--- src/rtl/regbank_wb_sequencer.sv ---
// regbank_wb_sequencer: serialises per-instruction Rd/SP write-backs onto the register bank's single write port
// Ports:
//   clk, reset                 clock and synchronous active-high reset
//   wb_valid/wb_ready          request handshake; accepted when both are high at a rising edge
//   wb_rd_en, wb_rd, wb_data   optional destination-register write
//   wb_sp_en, wb_sp_data       optional stack-pointer update, issued after the Rd write
//   reg_w, reg_rd, reg_wdata   bank write port (RegW/Rd/wrData)
//   pending_mask               registers with a latched but not yet issued write
//   err_bad_idx                sticky flag for an out-of-range destination index
//   idle                       IDLE with nothing pending
module regbank_wb_sequencer #(
   parameter int NREG   = 17,
   parameter int SP_IDX = 16,
   parameter int DW     = 32,
   parameter int AW     = 5
) (
   input  logic            clk,
   input  logic            reset,
   input  logic            wb_valid,
   output logic            wb_ready,
   input  logic            wb_rd_en,
   input  logic [AW-1:0]   wb_rd,
   input  logic [DW-1:0]   wb_data,
   input  logic            wb_sp_en,
   input  logic [DW-1:0]   wb_sp_data,
   output logic            reg_w,
   output logic [AW-1:0]   reg_rd,
   output logic [DW-1:0]   reg_wdata,
   output logic [NREG-1:0] pending_mask,
   output logic            err_bad_idx,
   output logic            idle
);
   typedef enum logic [1:0] {IDLE, WR_RD, WR_SP} state_t;
   state_t state, state_nxt;
   logic [AW-1:0] rd_q;
   logic [DW-1:0] data_q, sp_data_q;
   logic sp_en_q, accept, rd_eff, bad_idx, rd_is_sp;
   logic [NREG-1:0] mask_nxt, wb_bit, rd_bit, sp_bit;
   assign wb_ready = (state == IDLE) && !reset;
   assign accept   = wb_valid && wb_ready;
   assign rd_eff   = wb_rd_en && (wb_rd != '0) && (wb_rd < AW'(NREG));
   assign bad_idx  = wb_rd_en && (wb_rd >= AW'(NREG));
   assign idle     = (state == IDLE) && (pending_mask == '0);
   assign wb_bit   = NREG'(1) << wb_rd;
   assign rd_bit   = NREG'(1) << rd_q;
   assign sp_bit   = NREG'(1) << SP_IDX;
   // An Rd write that targets SP keeps its mask bit until the trailing SP write retires it
   assign rd_is_sp = sp_en_q && (rd_q == AW'(SP_IDX));
   always_comb begin
      state_nxt = state;
      mask_nxt  = pending_mask;
      reg_w     = 1'b0;
      reg_rd    = '0;
      reg_wdata = '0;
      case (state)
         IDLE: if (accept) begin
            state_nxt = rd_eff ? WR_RD : (wb_sp_en ? WR_SP : IDLE);
            mask_nxt  = pending_mask | (rd_eff ? wb_bit : '0) | (wb_sp_en ? sp_bit : '0);
         end
         WR_RD: begin
            reg_w     = 1'b1;
            reg_rd    = rd_q;
            reg_wdata = data_q;
            state_nxt = sp_en_q ? WR_SP : IDLE;
            mask_nxt  = rd_is_sp ? pending_mask : pending_mask & ~rd_bit;
         end
         WR_SP: begin
            reg_w     = 1'b1;
            reg_rd    = AW'(SP_IDX);
            reg_wdata = sp_data_q;
            state_nxt = IDLE;
            mask_nxt  = pending_mask & ~sp_bit;
         end
         default: state_nxt = IDLE;
      endcase
   end
   always_ff @(posedge clk) begin
      if (reset) begin
         state        <= IDLE;
         pending_mask <= '0;
         err_bad_idx  <= 1'b0;
         rd_q         <= '0;
         data_q       <= '0;
         sp_en_q      <= 1'b0;
         sp_data_q    <= '0;
      end else begin
         state        <= state_nxt;
         pending_mask <= mask_nxt;
         if (accept) begin
            rd_q        <= wb_rd;
            data_q      <= wb_data;
            sp_en_q     <= wb_sp_en;
            sp_data_q   <= wb_sp_data;
            err_bad_idx <= err_bad_idx | bad_idx;
         end
      end
   end
endmodule

--- config.mk ---
export PLATFORM = sky130hd
export DESIGN_NAME = regbank_wb_sequencer
export DESIGN_NICKNAME = d
export VERILOG_FILES = /design/src/rtl/regbank_wb_sequencer.sv
export SDC_FILE = /design/constraint.sdc
export NUM_CORES = 1
export LEC_CHECK = 0
export BUFFER_PORTS_ARGS = -buffer_cell sky130_fd_sc_hd__buf_2
export CORE_MARGIN = 5
export CORE_UTILIZATION = 52
export DETAILED_ROUTE_END_ITERATION = 8
export GPL_TIMING_DRIVEN = 0
export PLACE_DENSITY = 0.81
export SLEW_MARGIN = 30
export SYNTH_ARGS = -nofsm -noshare
export SYNTH_HDL_FRONTEND = slang
export SYNTH_SLANG_ARGS = --single-unit
--- constraint.sdc ---
create_clock -name clk -period 2.4 [get_ports clk]
set_input_delay 0.12 -clock clk [delete_from_list [all_inputs] [get_ports clk]]
set_output_delay 0.12 -clock clk [all_outputs]
set_load 0.1 [all_outputs]
==> metrics list <==
* Result of the run: complete, no violations
* Average vias per placed instance: 5.93
- Total standard cell area after synthesis: 4370 µm²
- Buffer depth of the longest clock path: 2
- For this block, the routed nets add up to around 17000 µm of wire.
- Post-Route Utilization: 77.9%
- A synthesized cell averages around 8 µm².
- Number of max-slew violations in the final report: 0
- The net count of the finished layout is between 800 and 900.
- Final setup violation count: 0
- IR analysis of the VDD net gives a maximum drop of between 300 and 400 µV.
- CP Class: flop to output pin
- Derived from the worst setup path, the maximum achievable clock frequency is 424 MHz.
* Weighted congestion reported at the end of routability-driven placement: 0.910
- Most common library cell in the layout ignoring fill and taps: sky130_fd_sc_hd__nand2_1
* Adder and majority gate portion of the synthesized area: 1.15%
- After layout, the worst setup slack is 43.1 ps.
- After layout, the worst path uses slightly below 100% of the clock period.
* Least-Margin Pin Slew: 672 ps
- DR WL/cell: 19.3 µm
* DIE WIDTH: a little over 100 µm
- Largest net degree at the start of global routing: 17
- Of the cells placed in the final design, the portion with a size suffix greater than 1 is 28.1%.
- For this run the aggregate overflow at the end of global routing stands at 0.
* Detailed router's first-iteration violation count: 348
- The first detailed-routing pass ran for 6 iterations.
- Largest fanout on the critical path: 10
* Synthesized-area fraction occupied by and/or/nand/nor cells: 35.7%
- Number of clock sinks: 90
- Summing over every cut layer, the via total after detailed routing is 5119.
- Global-route wire length before repair: 25200 µm
- In the final timing run, aggregate negative setup slack is 0 ps.
* Area enclosed by the die boundary: 10300 µm²
* TritonCTS clock tree: yes
- In this run the static leakage power is 2.80 nW.
- Clock-pin slew was measured on the worst setup and hold paths at 100 ps.
- Register area share after synthesis: 41.3%
- The later pin in the worst-skew pair is clocked with a latency of 360 ps.
- Dividing total power by cell area gives a power density of 624 nW/µm².
- Sort of element at the end of the critical path: output pin
- Startpoint class of the critical path: flop
* Count of buffers from port buffering: 131
- Multiplexer cells account for 0% of the synthesized area.
- Floorplan die height: 102 µm
* GRT Overall Usage: 31.1%
- Prior to clock tree synthesis, the placed netlist has a worst setup slack of -91.0 ps.
- Sequence of cells on the critical path: inv_1 > ha_1 > clkbuf_2 > clkbuf_4 > nor2b_4 > buf_4
- Floorplan Core Area: 8220 µm²
- For this design, the slowest cell found on the critical path is sky130_fd_sc_hd__dfxtp_1.
* Unrepaired setup endpoints after global routing: yes
* Vias in the first global route: 5173
* Number of flip-flops and latches in the synthesized netlist: 90
- The layout has approximately 530 filler cells.
* Antenna violations before repair: 1
- Max-cap violations: 0
* Shortest period the worst path allows: 2360 ps
- For the worst setup path, the data arrival time is 2240 ps.
- DRC violations left: 0
- Worst path max stage delay: 420 ps
* Xor and xnor area share after synthesis: less than 1%
* Cell row count: 33
- Post-Synthesis Cells: ~550
- Area delta synth->final: 46.7%
- The clock tree synthesis step divided the H-tree into 3 levels.
* Req. time, crit path: 2280 ps
- The count of nets left with antenna violations once routing finished came out at 0.
- Yosys printed 0 warnings.
* Num CTS Buffers: 9
- Post-Synthesis Net Count: 626
- Across the routed clock network, the largest skew measured is 12.2 ps.
* Initial cell density of the core: a little over half
* Count of boundary I/O pins: 132
- Sum of net half-perimeters after detailed placement: 9740 µm
- Combinational family with the most area after synthesis: simple AND/OR/NAND/NOR gates
- Hold Path Class: primary input to flop
- Worst relative slew slack: 54.8%
- Netlist cell types: 37
- The top cell types in the final layout, fill and taps aside, are sky130_fd_sc_hd__nand2_1 (151), sky130_fd_sc_hd__buf_2 (97), sky130_fd_sc_hd__dfxtp_1 (90), sky130_fd_sc_hd__nand3b_1 (71), sky130_fd_sc_hd__dlygate4sd3_1 (64).
- Post-synthesis compound-gate area fraction: 16.5%
- Hold violation count in the final report: 0
- The tree is rooted in a sky130_fd_sc_hd__clkbuf_8.
-- per-layer routing --
layer  vias to the layer above  part of all wire (%)  global-route usage, %
li1                       2320                     -                      -
met1                      2402                    36                   35.3
met2                       324                    51                   54.2
met3                        73                   8.1                   4.96
met4                         0                   4.6                   19.2
met5                         -                     0                      0
-- where the power goes --
| group | internal [W] | switching [W] |
|---|---|---|
| Sequential | 0.00163 | 0.0000883 |
| Clock | 0.000425 | 0.000605 |
| Combinational | 0.000474 | 0.000775 |
| Total | 0.00253 | 0.00147 |
-- Yosys cell counts --
| library cell | instances | area [µm²] |
|---|---|---|
| sky130_fd_sc_hd__nor2_1 | 7 | 26.3 |
| sky130_fd_sc_hd__a31o_4 | 1 | 17.5 |
| sky130_fd_sc_hd__buf_6 | 3 | 33.8 |
| sky130_fd_sc_hd__nor3_1 | 1 | 5.00 |
| sky130_fd_sc_hd__ha_1 | 4 | 50.1 |
| sky130_fd_sc_hd__o21ai_0 | 11 | 55.1 |
| sky130_fd_sc_hd__buf_2 | 1 | 5.00 |
| sky130_fd_sc_hd__nor4b_1 | 1 | 8.76 |
| sky130_fd_sc_hd__or4_4 | 1 | 11.3 |
| sky130_fd_sc_hd__a311oi_1 | 1 | 8.76 |
| sky130_fd_sc_hd__a31oi_1 | 16 | 100 |
| sky130_fd_sc_hd__or3_1 | 1 | 6.26 |
| sky130_fd_sc_hd__nand2b_1 | 9 | 56.3 |
| sky130_fd_sc_hd__dfxtp_1 | 90 | 1800 |
| sky130_fd_sc_hd__and2_1 | 1 | 6.26 |
| sky130_fd_sc_hd__a41oi_1 | 1 | 8.76 |
| sky130_fd_sc_hd__or4_1 | 1 | 7.51 |
| sky130_fd_sc_hd__a21oi_1 | 19 | 95.1 |
| sky130_fd_sc_hd__o22a_1 | 1 | 8.76 |
| sky130_fd_sc_hd__clkbuf_1 | 44 | 165 |
| sky130_fd_sc_hd__a22oi_1 | 32 | 240 |
| sky130_fd_sc_hd__or2_2 | 2 | 12.5 |
| sky130_fd_sc_hd__nand3_1 | 1 | 5.00 |
| sky130_fd_sc_hd__and3_1 | 4 | 25.0 |
| sky130_fd_sc_hd__a31o_2 | 1 | 8.76 |
| sky130_fd_sc_hd__o41ai_1 | 2 | 17.5 |
| sky130_fd_sc_hd__nor4_1 | 4 | 25.0 |
| sky130_fd_sc_hd__nor2b_1 | 38 | 238 |
| sky130_fd_sc_hd__nand3b_1 | 71 | 533 |
| sky130_fd_sc_hd__xnor2_1 | 1 | 8.76 |
| sky130_fd_sc_hd__nand4_1 | 1 | 6.26 |
| sky130_fd_sc_hd__a2111oi_0 | 15 | 131 |
| sky130_fd_sc_hd__and4b_1 | 1 | 10.0 |
| sky130_fd_sc_hd__or3_4 | 1 | 11.3 |
| sky130_fd_sc_hd__nand2_1 | 151 | 567 |
| sky130_fd_sc_hd__inv_1 | 5 | 18.8 |
| sky130_fd_sc_hd__o31ai_1 | 4 | 30.0 |
-- flip-flops by register name (all words and copies together), names as in the netlist --
name and cells:
data_q 32, err_bad_idx 1, pending_mask 17, rd_q 5, sp_data_q 32, sp_en_q 1, state 2
-- timing repair --
| item | in CTS | in global routing |
|---|---|---|
| setup endpoints to repair | 48 | 57 |
| resized for setup | 49 | 38 |
| hold buffers | 64 | 0 |
| endpoints found under the hold margin | 64 | 0 |
| setup buffers | 0 | 0 |
| pin swaps | 0 | 1 |
-- metrics by stage --
stage,std cells,power [W],hold WS [ps],instance area [µm²]
3_5_place_dp,784,0.00280,308,5360
4_1_cts,864,0.00389,0.481,6300
6_report,863,0.00400,23.0,6400
5_1_grt,863,0.00414,33.1,6400
2_1_floorplan,548,0.00252,219,4570
3_3_place_gp,784,0.00278,303,5360
-- final cells by class --
class,instances,area (µm²),area share [%]
Antenna cell,1,2.50,0.0391
Buffer,46,226,3.54
Clock buffer,11,141,2.21
Clock inverter,5,46.3,0.723
Inverter,5,18.8,0.293
Multi-Input combinational cell,405,2570,40.1
Sequential cell,90,1800,28.1
Tap cell,105,131,2.05
Timing Repair Buffer,195,1470,22.9
-- path summary, 6_finish.rpt --
path                                                   start                      endpoint  slack, ps  cells after the start
worst max-delay path                   state[0]$_SDFFE_PP0P_                 reg_wdata[29]         40                      6
worst min-delay path                                wb_sp_en          sp_en_q$_SDFFE_PP0P_         20                      3
worst max register to register         state[0]$_SDFFE_PP0P_        data_q[3]$_SDFFE_PP0P_         90                      9
worst min register to register  pending_mask[0]$_SDFFE_PP0P_  pending_mask[0]$_SDFFE_PP0P_        470                      2
-- logic make-up after synthesis --
| family | count (synthesis) |
|---|---|
| DFF | 90 |
| AOI/OAI and AO/OA | 104 |
| and+or+nand+nor | 296 |
| adders and majority gates | 4 |
| buffers and inverters | 53 |
| xor gates and xnor gates | 1 |
-- worst max-delay path: cells and delay by family, from the launching register on --
kind                     cells  cell delay [ps]
buffers and inverters        4              910
AND/OR/NAND/NOR              1              150
flip-flops                   1              420
adder cells (fa/ha/maj)      1              380
(Power assumes the default switching activity.)
